$ cat config.mk
export PLATFORM = sky130hd
export DESIGN_NAME = uart_tx
export DESIGN_NICKNAME = d
export VERILOG_FILES = /design/src/rtl/uart_pkg.sv /design/src/rtl/uart_tx.sv
export SDC_FILE = /design/constraint.sdc
export NUM_CORES = 1
export LEC_CHECK = 0
export CAP_MARGIN = 20
export CORE_MARGIN = 8
export CORE_UTILIZATION = 35
export DETAILED_ROUTE_END_ITERATION = 16
export HOLD_SLACK_MARGIN = 0.03
export PLACE_DENSITY_LB_ADDON = 0.05
export SYNTH_ARGS = -nofsm -noshare
export SYNTH_HDL_FRONTEND = slang
export SYNTH_SLANG_ARGS = --single-unit
$ cat constraint.sdc
create_clock -name i_Clock -period 3.3 [get_ports i_Clock]
set_clock_uncertainty 0.2 [all_clocks]
set_input_delay 0.66 -clock i_Clock [delete_from_list [all_inputs] [get_ports i_Clock]]
set_output_delay 0.66 -clock i_Clock [all_outputs]
set_load 0.01 [all_outputs]
$ cat src/rtl/uart_pkg.sv
// Shared UART definitions: frame size and the state encoding
// used by both the transmitter and the receiver.
package uart_pkg;

   localparam int UART_DATA_BITS = 8;
   localparam int UART_IDX_W     = $clog2(UART_DATA_BITS);

   typedef enum logic [2:0] {
      IDLE    = 3'd0,
      START   = 3'd1,
      DATA    = 3'd2,
      STOP    = 3'd3,
      CLEANUP = 3'd4
   } uart_state_e;

endpackage

$ cat src/rtl/uart_tx.sv
// 8N1 UART transmitter: start bit, 8 data bits LSB first, stop bit.
// Every output comes straight from a flop.
module uart_tx
   import uart_pkg::*;
#(
   parameter int CLKS_PER_BIT = 87
) (
   input  logic       i_Clock,
   input  logic       i_Rst_L,
   input  logic       i_TX_DV,
   input  logic [7:0] i_TX_Byte,
   output logic       o_TX_Active,
   output logic       o_TX_Serial,
   output logic       o_TX_Done
);

   localparam int CW = $clog2(CLKS_PER_BIT + 1);

   // Last count of a full bit period.
   localparam logic [CW-1:0] BIT_LAST  = CW'(CLKS_PER_BIT - 1);
   // The stop level lasts STOP plus the one CLEANUP cycle, so STOP
   // ends one count early; Done then lands exactly 10 bit periods
   // after the start edge and the next byte can be taken one cycle later.
   localparam logic [CW-1:0] STOP_LAST = CW'(CLKS_PER_BIT - 2);

   localparam logic [UART_IDX_W-1:0] IDX_LAST = UART_IDX_W'(UART_DATA_BITS - 1);

   uart_state_e state_q, state_n;

   logic [CW-1:0]         cnt_q, cnt_n;
   logic [UART_IDX_W-1:0] idx_q, idx_n;
   logic [7:0]            byte_q, byte_n;
   logic                  ser_q, ser_n;
   logic                  act_q, act_n;
   logic                  done_q, done_n;

   // Next-state, counter and output logic for the frame sequencer.
   always_comb begin
      state_n = state_q;
      cnt_n   = cnt_q;
      idx_n   = idx_q;
      byte_n  = byte_q;
      ser_n   = ser_q;
      act_n   = act_q;
      done_n  = 1'b0;

      case (state_q)
         IDLE: begin
            cnt_n = '0;
            idx_n = '0;
            ser_n = 1'b1;
            act_n = 1'b0;
            if (i_TX_DV) begin
               byte_n  = i_TX_Byte;
               act_n   = 1'b1;
               ser_n   = 1'b0;
               state_n = START;
            end
         end

         START: begin
            if (cnt_q == BIT_LAST) begin
               cnt_n   = '0;
               ser_n   = byte_q[0];
               state_n = DATA;
            end else begin
               cnt_n = cnt_q + CW'(1);
            end
         end

         DATA: begin
            if (cnt_q == BIT_LAST) begin
               cnt_n = '0;
               if (idx_q == IDX_LAST) begin
                  idx_n   = '0;
                  ser_n   = 1'b1;
                  state_n = STOP;
               end else begin
                  idx_n = idx_q + UART_IDX_W'(1);
                  ser_n = byte_q[idx_n];
               end
            end else begin
               cnt_n = cnt_q + CW'(1);
            end
         end

         STOP: begin
            if (cnt_q == STOP_LAST) begin
               cnt_n   = '0;
               state_n = CLEANUP;
            end else begin
               cnt_n = cnt_q + CW'(1);
            end
         end

         CLEANUP: begin
            done_n  = 1'b1;
            act_n   = 1'b0;
            ser_n   = 1'b1;
            state_n = IDLE;
         end

         default: begin
            cnt_n   = '0;
            idx_n   = '0;
            ser_n   = 1'b1;
            act_n   = 1'b0;
            state_n = IDLE;
         end
      endcase
   end

   // State and datapath registers with synchronous active-low reset.
   always_ff @(posedge i_Clock) begin
      if (!i_Rst_L) begin
         state_q <= IDLE;
         cnt_q   <= '0;
         idx_q   <= '0;
         byte_q  <= '0;
         ser_q   <= 1'b1;
         act_q   <= 1'b0;
         done_q  <= 1'b0;
      end else begin
         state_q <= state_n;
         cnt_q   <= cnt_n;
         idx_q   <= idx_n;
         byte_q  <= byte_n;
         ser_q   <= ser_n;
         act_q   <= act_n;
         done_q  <= done_n;
      end
   end

   assign o_TX_Serial = ser_q;
   assign o_TX_Active = act_q;
   assign o_TX_Done   = done_q;

endmodule

==> out/results.ini <==
[logic_synthesis]
seq_area_frac_synth = 0.375
synth_top_flop_cell = dfxtp_1
ys_seq_elements = 24
netlist_area_sq_um = 1280
syn_nets = 159
ys_warn_count = 0
synth_cell_types = 43
synth_edf_count = 0
async_reset_ff_frac = 0
syn-instance-count = 143
syn_avg_cell_area_sq_um = 8.96

[worst_hold_path]
min_path_type = register to register
hold_path_end = byte_q[7]
hold_path_startpoint = byte_q[7]
holdPathStages = 2

[routing]
ant_nets = 0
dr.pass1.iters = 4
drt_wl_total_microns = 2700
num_vias = 1038
first_iter_violations = 86
vias_per_cell = 5.14
drc = 0
avgRoutedWirePerCell_microns = 13.4

[sta]
drv_slew = 0
hold_slack_ps = 267
timing.slew.headroom = 0.489
fin_setup_tns_ps = 0
rsz0062_at_grt = false
finalHoldViolations = 0
setup_violations = 0
period_share = 0.655
worst_slack_ps = 1140
period_minus_slack_ps = 2160
fmax_mhz = 462
worstMarginPinSlew_ps = 764

[cells_and_area]
post_route_cells_drive_above_1_share = 0.0909
antenna-diode-count = 0
nFillCells = 384
seqCellArea_sq_um = 480
nets = 171
syn_to_final_growth_pct = 13.3
final_area_sq_um = 1450
multi_input_area_sq_um = 722

[pwr]
ir_worst_vdd_v = 0.000128
p_per_area_nw_per_um2 = 364
power.leakage_nw = 0.521
p_total_w = 0.000528

[floorplanning]
start_util = 0.358
coreArea_sq_um = 3580
pin_count = 14
fp.dieH_microns = 76.5
die_w_microns = 76.5
die_area_sq_um = 5850
rows = 22

[worst_setup_path]
ff2ff_path_depth = 5
worstReg2RegStart = cnt_q[4]
path_cells = clkdlybuf4s50_1 > nor2b_1 > nand2_1 > nor4_4 > a22oi_2 > o31a_1
cp_max_fo = 13
critPathKind = primary input to register
reg2reg_slack_ps = 1220
cp.arrival_ps = 2180
worst-endpoint-required_ps = 3320
cp-end-kind = register
cpMaxStageDelayCell = clkdlybuf4s50_1
r2r_end = idx_q[1]
crit_path_start_kind = primary input
cpPeakStageDelay_ps = 730

[clocking]
post-cts-setup-buffers = 0
cts_buffers = 3
cts_buffer_depth = 2
cts_root_buf = clkbuf_4
path_clk_slew_ps = 140
clkSinkCount = 24
cts_resized = 0
clock_latency_ps = 310
h-tree-depth = 1
cts_hold_buf = 0
cts_tree = done

[place]
place_ws_ps = 772
portBuffers = 13
gp_congestion = 0.759
hpwl_microns = 2030
dpl_cell_area_sq_um = 1420

[grt]
antenna_found_initial = 0
track_usage = 0.0982
grt_pass1_vias = 1006
grt_overflow = 0
grt_max_degree = 16
grt_pass1_wl_microns = 4750

[run]
drv_cap = 0

[run_status]
status = finished, final reports clean

worst max-delay path by stage:
stage	startpoint	end	slack [ps]	cells after the start
6_report	i_Rst_L	o_TX_Serial	1140	6
3_5_place_dp	i_Rst_L	o_TX_Serial	770	6
3_3_place_gp	i_Rst_L	o_TX_Serial	800	6
5_1_grt	i_Rst_L	o_TX_Serial	990	6
2_1_floorplan	cnt_q[0]	cnt_q[5]	1370	7
4_1_cts	i_Rst_L	o_TX_Serial	1140	6
where the power goes:
group,internal [W],switching (W),leakage (nW)
combinational,0.0000312,0.0000285,0.304
sequential,0.000300,0.0000104,0.195
clock,0.0000674,0.0000906,0.0210
total,0.000398,0.000129,0.521
flip-flops by register name, indices dropped and copies added (netlist names):
signal and flops:
byte_q 8, cnt_q 7, o_TX_Active 1, state_q 3, idx_q 3, o_TX_Done 1, o_TX_Serial 1
metal layers:
layer / wire length (microns) / global-route usage / share of wire
met2: 1290 / 0.154 / 0.48
met1: 1330 / 0.127 / 0.49
met3: 66 / 0.0271 / 0.024
met5: 0 / 0 / 0
met4: 19 / 0.0288 / 0.0070
cell families (layout without fill, tap and decap cells):
kind of cell / Yosys count / in the layout / synth area share
DFF: 24 / 24 / 0.375
AOI/OAI and AO/OA: 34 / 34 / 0.173
buffers and inverters: 11 / 22 / 0.0615
muxes: 5 / 5 / 0.0635
adders and majority gates: 6 / 6 / 0.0576
and+or+nand+nor: 63 / 63 / 0.270
critical path, delay by kind of cell:
| family | cells | cell delay [ps] |
|---|---|---|
| AOI/OAI and AO/OA | 2 | 190 |
| buffers and inverters | 1 | 730 |
| and+or+nand+nor | 3 | 590 |
synth_stat cells, types with 2 or more instances:
cell type	number	area share
nand3_1	6	0.023
nor2b_1	3	0.015
nand2_1	28	0.082
a21boi_0	3	0.018
clkbuf_1	2	0.0059
a21oi_1	13	0.051
and2_1	4	0.020
dfxtp_1	24	0.37
inv_1	4	0.012
mux2i_1	3	0.023
or2_2	2	0.0098
o31ai_1	2	0.012
o21ai_0	5	0.020
a41oi_1	2	0.014
nor2_1	8	0.023
clkbuf_8	2	0.021
ha_1	5	0.049
nand2b_1	2	0.0098
stage by stage:
stage | std cells | utilization
3_3_place_gp | 198 | 0.395
4_1_cts | 202 | 0.406
5_1_grt | 202 | 0.406
2_1_floorplan | 143 | -
3_5_place_dp | 198 | 0.395
6_report | 202 | 0.406
cell usage in the layout (no fill, tap or decap), types with 2 or more instances in the layout:
| cell | instances |
|---|---|
| nand2b_1 | 2 |
| a21oi_1 | 13 |
| dfxtp_1 | 24 |
| nand2_1 | 28 |
| o21ai_0 | 5 |
| o31ai_1 | 2 |
| mux2i_1 | 3 |
| or2_2 | 2 |
| nand3_1 | 6 |
| ha_1 | 5 |
| nor2b_1 | 3 |
| inv_1 | 4 |
| and2_1 | 4 |
| clkbuf_4 | 3 |
| nor2_1 | 8 |
| a41oi_1 | 2 |
| clkdlybuf4s50_1 | 13 |
| a21boi_0 | 3 |
layout make-up:
type,instances,area share
Multi-Input combinational cell,108,0.497
Sequential cell,24,0.331
Timing Repair Buffer,14,0.0948
Tap cell,48,0.0414
Clock buffer,4,0.0250
Inverter,4,0.0103
No activity file was read; power rests on OpenSTA's default activity.
